`config.mk`:
```
export PLATFORM = sky130hd
export DESIGN_NAME = ioctl_rom_sink
export DESIGN_NICKNAME = d
export VERILOG_FILES = /design/src/rtl/rom_sink_pkg.sv /design/src/rtl/rom_skid_buf.sv /design/src/rtl/ioctl_rom_sink.sv
export SDC_FILE = /design/constraint.sdc
export NUM_CORES = 1
export LEC_CHECK = 0
export CAP_MARGIN = 40
export CORE_MARGIN = 2
export CORE_UTILIZATION = 45
export DETAILED_ROUTE_END_ITERATION = 8
export PLACE_DENSITY = 0.73
export SLEW_MARGIN = 0
export SYNTH_ARGS = -nofsm -noshare
export SYNTH_HDL_FRONTEND = slang
export SYNTH_SLANG_ARGS = --single-unit
```
`constraint.sdc`:
```
create_clock -name clk_sys -period 7.4 [get_ports clk_sys]
set_input_delay 0.74 -clock clk_sys [delete_from_list [all_inputs] [get_ports clk_sys]]
set_output_delay 0.74 -clock clk_sys [all_outputs]
set_load 0.1 [all_outputs]
```
`src/rtl/rom_sink_pkg.sv`:
```
// Shared types, the ROM region map and the FSM state encoding for the ioctl ROM sink.
// Each region occupies one 8 KiB granule; granules not listed below are unmapped.
package rom_sink_pkg;

  localparam int PKG_ADDR_W = 17;
  localparam int PKG_GRAN_W = 13;
  localparam int PKG_NREG   = 6;
  localparam int GIDX_W     = PKG_ADDR_W - PKG_GRAN_W;

  // Six mapped granules make up a complete image.
  localparam int unsigned IMAGE_BYTES = 6 * (1 << PKG_GRAN_W);

  typedef enum logic [2:0] {
    MAIN0 = 3'd0,
    MAIN1 = 3'd1,
    SND   = 3'd2,
    CHR   = 3'd3,
    OBJ   = 3'd4,
    BG    = 3'd5
  } region_id_t;

  typedef enum logic [1:0] {
    ST_IDLE,
    ST_LOAD,
    ST_STALL,
    ST_DONE
  } st_t;

  typedef struct packed {
    logic                  valid;
    region_id_t            id;
    logic [PKG_ADDR_W-1:0] base;
  } region_t;

  function automatic region_t region_lookup(input logic [GIDX_W-1:0] gran);
    region_t r;
    r.valid = 1'b1;
    r.id    = MAIN0;
    r.base  = {gran, {PKG_GRAN_W{1'b0}}};
    case (gran)
      4'd0:    r.id = MAIN0;
      4'd1:    r.id = MAIN1;
      4'd2:    r.id = SND;
      4'd6:    r.id = CHR;
      4'd7:    r.id = OBJ;
      4'd8:    r.id = BG;
      default: begin
        r.valid = 1'b0;
        r.base  = '0;
      end
    endcase
    return r;
  endfunction

endpackage

```
`src/rtl/rom_skid_buf.sv`:
```
// One-entry skid register that parks a byte while the ROM port is busy and
// drives the HPS back-pressure line.
module rom_skid_buf
  import rom_sink_pkg::*;
#(
  parameter int ADDR_W = PKG_ADDR_W
) (
  input  logic              clk_sys,
  input  logic              reset_n,
  input  logic              push,
  input  logic              tgt_busy,
  input  logic [ADDR_W-1:0] wr_addr,
  input  logic [7:0]        wr_data,
  input  region_id_t        wr_id,
  output logic              valid,
  output logic              pop,
  output logic [ADDR_W-1:0] buf_addr,
  output logic [7:0]        buf_data,
  output region_id_t        buf_id,
  output logic              ioctl_wait
);

  assign pop = valid && !tgt_busy;

  // Wait rises combinationally with the strobe so hps_io holds its next byte,
  // and drops in the very cycle the parked byte is released.
  assign ioctl_wait = push || (valid && tgt_busy);

  // NOTE: the payload registers are reset as well; they are a handful of flops,
  // and resetting them keeps the outputs deterministic after a mid-load reset.
  always_ff @(posedge clk_sys or negedge reset_n) begin
    if (!reset_n) begin
      valid    <= 1'b0;
      buf_addr <= '0;
      buf_data <= '0;
      buf_id   <= MAIN0;
    end else if (push) begin
      valid    <= 1'b1;
      buf_addr <= wr_addr;
      buf_data <= wr_data;
      buf_id   <= wr_id;
    end else if (pop) begin
      valid    <= 1'b0;
    end
  end

endmodule

```
`src/rtl/ioctl_rom_sink.sv`:
```
// Receives the hps_io ROM download, routes each byte to its region port with a
// one-cycle registered write, and tracks completion, count, checksum and overrun.
module ioctl_rom_sink
  import rom_sink_pkg::*;
#(
  parameter int         ADDR_W    = PKG_ADDR_W,
  parameter int         GRAN_W    = PKG_GRAN_W,
  parameter int         NREG      = PKG_NREG,
  parameter logic [7:0] ROM_INDEX = 8'd0
) (
  input  logic              clk_sys,
  input  logic              reset_n,
  input  logic              ioctl_download,
  input  logic [7:0]        ioctl_index,
  input  logic              ioctl_wr,
  input  logic [24:0]       ioctl_addr,
  input  logic [7:0]        ioctl_dout,
  output logic              ioctl_wait,
  input  logic              tgt_busy,
  output logic [NREG-1:0]   rom_we,
  output logic [ADDR_W-1:0] rom_addr,
  output logic [7:0]        rom_data,
  output logic              rom_loaded,
  output logic              core_hold,
  output logic [ADDR_W:0]   byte_cnt,
  output logic [15:0]       checksum,
  output logic              overrun
);

  localparam logic [ADDR_W:0] CNT_MAX = {1'b1, {ADDR_W{1'b0}}};
  localparam logic [ADDR_W:0] IMG_CNT = (ADDR_W+1)'(IMAGE_BYTES);

  st_t               state;
  logic              active, active_q;
  region_t           hit;
  logic              in_map, accept_wr, direct, push;
  logic              skid_valid, skid_pop;
  logic [ADDR_W-1:0] skid_addr, offset;
  logic [7:0]        skid_data;
  region_id_t        skid_id;
  logic              wr_fire;
  logic [ADDR_W-1:0] wr_addr;
  logic [7:0]        wr_data;
  region_id_t        wr_id;
  logic              done_ok;

  assign active    = ioctl_download && (ioctl_index == ROM_INDEX);
  assign hit       = region_lookup(ioctl_addr[ADDR_W-1:GRAN_W]);
  assign in_map    = hit.valid && (ioctl_addr[24:ADDR_W] == '0);
  assign offset    = ioctl_addr[ADDR_W-1:0] - hit.base;
  assign accept_wr = ioctl_wr && active && (state == ST_LOAD || state == ST_STALL);
  assign direct    = (state == ST_LOAD) && accept_wr && in_map && !tgt_busy;
  // A byte landing on the drain cycle re-fills the skid while the parked one goes out.
  assign push      = accept_wr && in_map && ((state == ST_LOAD) ? tgt_busy : skid_pop);
  assign done_ok   = (byte_cnt == IMG_CNT) && !overrun;

  rom_skid_buf #(.ADDR_W(ADDR_W)) u_skid (
    .clk_sys    (clk_sys),
    .reset_n    (reset_n),
    .push       (push),
    .tgt_busy   (tgt_busy),
    .wr_addr    (offset),
    .wr_data    (ioctl_dout),
    .wr_id      (hit.id),
    .valid      (skid_valid),
    .pop        (skid_pop),
    .buf_addr   (skid_addr),
    .buf_data   (skid_data),
    .buf_id     (skid_id),
    .ioctl_wait (ioctl_wait)
  );

  // NOTE: every signal assigned here gets a default first, so no latch is inferred.
  always_comb begin
    wr_fire = skid_pop || direct;
    wr_addr = offset;
    wr_data = ioctl_dout;
    wr_id   = hit.id;
    if (skid_pop) begin
      wr_addr = skid_addr;
      wr_data = skid_data;
      wr_id   = skid_id;
    end
  end

  // NOTE: state is updated with non-blocking assignments only, so every branch
  // below sees the pre-edge values of byte_cnt, overrun and state.
  always_ff @(posedge clk_sys or negedge reset_n) begin
    if (!reset_n) begin
      state      <= ST_IDLE;
      active_q   <= 1'b0;
      rom_we     <= '0;
      rom_addr   <= '0;
      rom_data   <= '0;
      rom_loaded <= 1'b0;
      core_hold  <= 1'b1;
      byte_cnt   <= '0;
      checksum   <= '0;
      overrun    <= 1'b0;
    end else begin
      active_q <= active;
      rom_we   <= '0;

      if (wr_fire) begin
        rom_we   <= NREG'(1) << wr_id;
        rom_addr <= wr_addr;
        rom_data <= wr_data;
        checksum <= checksum + {8'h00, wr_data};
        if (byte_cnt != CNT_MAX) byte_cnt <= byte_cnt + 1'b1;
      end

      if (accept_wr && !in_map) overrun <= 1'b1;

      case (state)
        ST_IDLE, ST_DONE: begin
          if (active && !active_q) begin
            state      <= ST_LOAD;
            byte_cnt   <= '0;
            checksum   <= '0;
            overrun    <= 1'b0;
            rom_loaded <= 1'b0;
            core_hold  <= 1'b1;
          end
        end
        ST_LOAD: begin
          if (push) begin
            state <= ST_STALL;
          end else if (!active) begin
            state      <= ST_DONE;
            rom_loaded <= done_ok;
            core_hold  <= !done_ok;
          end
        end
        ST_STALL: begin
          // The download end is handled from LOAD, after the parked byte has been counted.
          if (skid_pop && !push) state <= ST_LOAD;
        end
        default: state <= ST_IDLE;
      endcase
    end
  end

  a_no_wr_during_wait: assert property (
    @(posedge clk_sys) disable iff (!reset_n) !(ioctl_wr && active && skid_valid && tgt_busy)
  );

endmodule
```
# Word level (Yosys, flattened, before mapping)
# Cells that the tools add are included.
# W data, S select, Z words.
# word_totals
reg_bits	100
input_bits	46
wordCells	100
# op_classes
addsub	3
eq_ne	15
shift	1
mux	33
reduce_logical	34
# op_table
op	n
$mux W18	4
$mux W16	3
$mux W17	2
$add A18 B1 Y18 const B	1
$eq A18 B16 Y1 const B	1
$ne A18 B18 Y1 const B	1
$sub A17 B17 Y17	1
$add A16 B8 Y16	1
$logic_not A8 Y1	2
$logic_and A1 B1 Y1	15
$pmux W3 S5	1
$mux W1	13
$eq A4 B3 Y1 const B	2
$mux W2	4
$mux W8	1
$logic_not A1 Y1	6
$mux W6	1
$ne A2 B2 Y1 const B	3
$pmux W2 S3	1
$reduce_or A6 Y1	1
$shl A1 B3 Y6 const A	1
$eq A2 B2 Y1 const B	2
$eq A4 B1 Y1 const B	1
$eq A4 B2 Y1 const B	1
13 further kinds	17

# Logic depth before layout (Yosys ltp)
# depth
word_depth	11
ltp_mapped	14

# Cells and area by module
# Synthesis repeated with hierarchy kept, for this count alone.
# hier_totals
cells_unflattened	481
area_unflattened_um2	5260.0
# by_module_without_submodules
mod	n_inst	cells_per_inst	area_per_inst_um2
ioctl_rom_sink	1	418	4058.9
rom_skid_buf	1	63	1201.2

# Worst setup path before layout
# No wires, ideal clock.
# synth_path
kind	input-to-output
start	input ioctl_addr[18]
end	output ioctl_wait
arrival_time_ns	2.789
required_time_ns	6.660
slack_ns	3.871
path_stages	6
path_cell_list	nor4_2 -> nand4_2 -> or4_1 -> clkbuf_1 -> clkbuf_1 -> nand2_1
# synth_via
elab_chain_cells	5
# synth_lines
element	line_no	rtl
from (decl)	ioctl_rom_sink.sv:16	input logic [24:0] ioctl_addr,
$logic_not A8 Y1	ioctl_rom_sink.sv:49	assign in_map = hit.valid && (ioctl_addr[24:ADDR_W] == '0);
$logic_and A1 B1 Y1	ioctl_rom_sink.sv:49	
$logic_and A1 B1 Y1 (2 in a row)	ioctl_rom_sink.sv:54	assign push = accept_wr && in_map && ((state == ST_LOAD) ? tgt_busy : skid_pop);
$logic_or A1 B1 Y1	rom_skid_buf.sv:27	assign ioctl_wait = push || (valid && tgt_busy);
to (decl)	ioctl_rom_sink.sv:18	output logic ioctl_wait,
# Every way passes these cells.

# Worst setup path after layout
# Ends and elaborated chain as after synthesis.

==> out/metrics.sh <==
TIMING.MAX_SLEW.REL_SLACK_PCT=43.0
FINAL_COMMON_CELL='sky130_fd_sc_hd__nand2_1'
ROWS=38
YOSYS_REGISTER_BITS=100
POSTCTSHOLDBUFS=0
CTS.REPAIR_TIMING.SETUP_BUFFER_COUNT=0
SEQ_AREA_FRAC_SYNTH_PCT=48.9
MET1_USAGE_PCT=29.8
SYNTH-EDFF-COUNT=0
MAX_FREQ_MHz=237
YOSYSWARNINGCOUNT=0
VIASPERCELL=5.40
AREA_GROWTH_PCT=52.1
SYN_NETS=636
CP.REQUIRED_NS=6.66
IO-PIN-COUNT=115
NUMPORTBUFFERS=114
GLOBALROUTEMET2UTIL_PCT=41.2
DRT-TOTAL-WL_MM=14.3
GRT_MET3_USAGE_PCT=4.70
MAX-CAP-VIOLATIONS=0
SYNTH_CELL_TYPE_COUNT=54
TOTAL_VIA_COUNT_AFTER_DETAILED_ROUTING=4838
HTREE_NUM_LEVELS=3
HP-CLASS='in -> async'
WORSTREGTOREGCELLS=10
CLOCK_SINK_COUNT=100
GR-TOTAL-OVERFLOW=0
FINAL-HOLD-VIOLATION-COUNT=0
DPL_WIRE_LENGTH_MM=10.3
STARTPOINT_TYPE_OF_THE_WORST_SETUP_PATH='input port'
TRITONCTS='yes'
STARTPOINT_TO_ENDPOINT_CLASS_OF_THE_CRITICAL_PATH='in -> out'
BEGINNING_OF_THE_WORST_REGISTER_TO_REGISTER_PATH='u_skid.valid'
CRIT_ARRIVAL_NS=3.48
SYNTHFLOPTYPE='sky130_fd_sc_hd__dfrtp_1'
FLOORPLAN.INITIALDENSITY_PCT=46.7
AVGROUTEDWIREPERCELL_UM=15.9
DRT_ITER0_MARKERS=231
CLKTRANSATPATHREGS_NS=0.07
R2R-END='checksum[15]'
FINAL_CORE_UTILIZATION_PCT=70.9
ASYNC_RESET_FF_SHARE_PCT=100
FINALSETUPVIOLCOUNT=0
CTSROOTBUFFERMASTER='sky130_fd_sc_hd__clkbuf_16'
FP.DIEH_UM=111
POST_SYNTH_INST_COUNT=574
WORSTSKEWPAIRLATENCY_NS=0.34
FINALNETCOUNT=813
POST_CTS.RESIZED_INSTANCES=0
NUM_ANTENNA_CELLS=0
POST_ROUTE_CELLS_DRIVE_ABOVE_1_SHARE_PCT=15.5
PLACE_CONGESTION=0.871
NUM_CTS_BUFFERS=9
CORE_AREA_UM2=11000
PEAKVDDDROP_uV=171
ANTENNA_FOUND_INITIAL=0
WORST-SLEW-PIN-TRANSITION_NS=0.855
MIN_HOLD_SLACK_NS=0.350
FIN_CRIT_SH_PCT=57.0
FINALCLOCKSKEW_NS=0.00907
FINAL.MIN_CLOCK_PERIOD_NS=4.22
DRTPASS1ITERATIONS=5
GRT_MAX_DEGREE=69
SETUP_TOTAL_NEGATIVE_SLACK_NS=0
SYNTHESIS.AREA_UM2=5120
GRT_PASS1_VIAS=4888
RUN_STATUS='finished clean'
R2R_SETUP_SLACK_NS=4.45
POWER_DENSITY_nW_PER_UM2=155
GLOBAL_ROUTE.USAGE.TOTAL_PCT=23.7
TOP_USAGE_LAYER='met2'
DIE_X_UM=111
SYNTH_AREA_PER_CELL_UM2=8.93
NUMBER_OF_PINS_EXCEEDING_THEIR_MAX_SLEW_LIMIT_IN_THE_FINAL_REPORT=0
PRECTSSETUPSLACK_NS=3.18
ANT_NETS=0
LEADING_CELL_TYPES_IN_THE_LAYOUT_FILL_AND_TAPS_EXCLUDED='sky130_fd_sc_hd__nand2_1 (157), sky130_fd_sc_hd__clkdlybuf4s50_1 (113), sky130_fd_sc_hd__dfrtp_1 (99), sky130_fd_sc_hd__buf_8 (66), sky130_fd_sc_hd__nor2_1 (62)'
CRITICAL_PATH.ENDPOINT_TYPE='primary output'
FIN_WS_NS=3.18
DESIGN.DIE.AREA_UM2=12300
CP_MAX_FO=28
RSZ0062_AT_GRT='no'
GRT_FIRST_PASS_WIRELENGTH_MM=23.8
CLOCK_PATH_BUFFERS=2
LEAKAGE_nW=3.64
DRCVIOLATIONCOUNT=0
[layer usage]
metal | part of all wire (%) | vias up
met5 | 0 | -
met2 | 52 | 149
met4 | 1.3 | 0
met1 | 42 | 2360
met3 | 4.8 | 14
li1 | - | 2315
[power breakdown]
part           switching [W]  leakage (nW)  internal, W  total, W
clock network       0.000207         0.132     0.000238  0.000445
logic               0.000117          2.13    0.0000832  0.000200
registers         0.00000674          1.37     0.000557  0.000564
total               0.000331          3.64     0.000878   0.00121
[worst max path at each step]
stage | from | cells after the start | to | slack [ns]
final | ioctl_addr[18] | 8 | ioctl_wait | 3.18
after CTS | ioctl_addr[18] | 8 | ioctl_wait | 3.18
after floorplan | ioctl_addr[18] | 6 | ioctl_wait | 3.87
after detailed placement | ioctl_addr[19] | 8 | ioctl_wait | 3.18
after global placement | ioctl_addr[18] | 7 | ioctl_wait | 2.83
after global routing | ioctl_addr[18] | 8 | ioctl_wait | 3.05
[worst max-delay path: stages]
cell                              delay, ns
sky130_fd_sc_hd__clkdlybuf4s50_1       0.41
sky130_fd_sc_hd__nor4_2                0.39
sky130_fd_sc_hd__nand4_2               0.26
sky130_fd_sc_hd__or4_1                 0.55
sky130_fd_sc_hd__buf_4                 0.24
sky130_fd_sc_hd__nand2_1               0.14
sky130_fd_sc_hd__clkdlybuf4s50_1       0.52
sky130_fd_sc_hd__buf_8                 0.20
[flip-flops by register name, indices dropped and copies added (netlist names), 2 cells and up]
name	count
byte_cnt	18
rom_addr	17
u_skid.buf_addr	17
checksum	16
rom_data	8
u_skid.buf_data	8
rom_we	6
u_skid.buf_id	3
state	2
[cell families (layout without fill, tap and decap cells)]
kind of cell	Yosys count	count (layout)	synth area share, %
simple gates	279	279	24.3
flops	100	100	48.9
compound gates	99	99	12.8
buf+inv	43	225	3.37
xor+xnor	26	26	4.44
fa+ha+maj	16	16	4.05
mux	10	10	2.12
other cells	1	1	0.0732
[synthesized netlist by cell type (2+ instances only)]
cell	instances	area share (%)
sky130_fd_sc_hd__ha_1	15	3.7
sky130_fd_sc_hd__nor4_1	5	0.61
sky130_fd_sc_hd__o211ai_1	6	0.88
sky130_fd_sc_hd__nand4_1	3	0.37
sky130_fd_sc_hd__nand2_1	157	12
sky130_fd_sc_hd__a31oi_1	17	2.1
sky130_fd_sc_hd__a21oi_1	22	2.1
sky130_fd_sc_hd__dfrtp_1	99	48
sky130_fd_sc_hd__mux2i_1	3	0.59
sky130_fd_sc_hd__o2111ai_1	5	0.85
sky130_fd_sc_hd__nor4b_2	2	0.59
sky130_fd_sc_hd__nand2b_1	5	0.61
sky130_fd_sc_hd__inv_1	16	1.2
sky130_fd_sc_hd__nand3_1	6	0.59
sky130_fd_sc_hd__nor2b_1	4	0.49
sky130_fd_sc_hd__nor2_1	62	4.5
sky130_fd_sc_hd__a21o_1	3	0.44
sky130_fd_sc_hd__nor3_1	8	0.78
sky130_fd_sc_hd__xor2_1	14	2.4
sky130_fd_sc_hd__o21a_1	3	0.44
sky130_fd_sc_hd__xnor2_1	12	2.1
sky130_fd_sc_hd__a211oi_1	7	1.0
sky130_fd_sc_hd__nor4b_1	3	0.51
sky130_fd_sc_hd__clkbuf_1	23	1.7
sky130_fd_sc_hd__and3_1	5	0.61
sky130_fd_sc_hd__o22ai_1	2	0.24
sky130_fd_sc_hd__or4_1	6	0.88
sky130_fd_sc_hd__nor4_2	3	0.73
sky130_fd_sc_hd__and2_1	2	0.24
sky130_fd_sc_hd__o31ai_1	3	0.44
sky130_fd_sc_hd__o21ai_0	18	1.8
sky130_fd_sc_hd__buf_2	3	0.29
sky130_fd_sc_hd__mux2_2	7	1.5
sky130_fd_sc_hd__a211oi_2	2	0.49
sky130_fd_sc_hd__or3_1	4	0.49
[final cells by class]
cell class | count | area, um2
clock inverters | 5 | 37.5
repair buffers | 193 | 2300
well taps | 140 | 175
fillers | 791 | 3190
inverters | 16 | 60.1
multi-input cells | 431 | 2470
clock buffers | 11 | 243
flip-flops and latches | 100 | 2500
[metrics by stage]
step | std cells | cell area (um2) | total power [W]
floorplan | 574 | 5120 | 0.000669
global placement | 809 | 6410 | 0.000735
detailed placement | 880 | 7510 | 0.000773
CTS | 896 | 7790 | 0.00122
global route | 896 | 7790 | 0.00126
finish | 896 | 7790 | 0.00121
(Power assumes the default switching activity.)
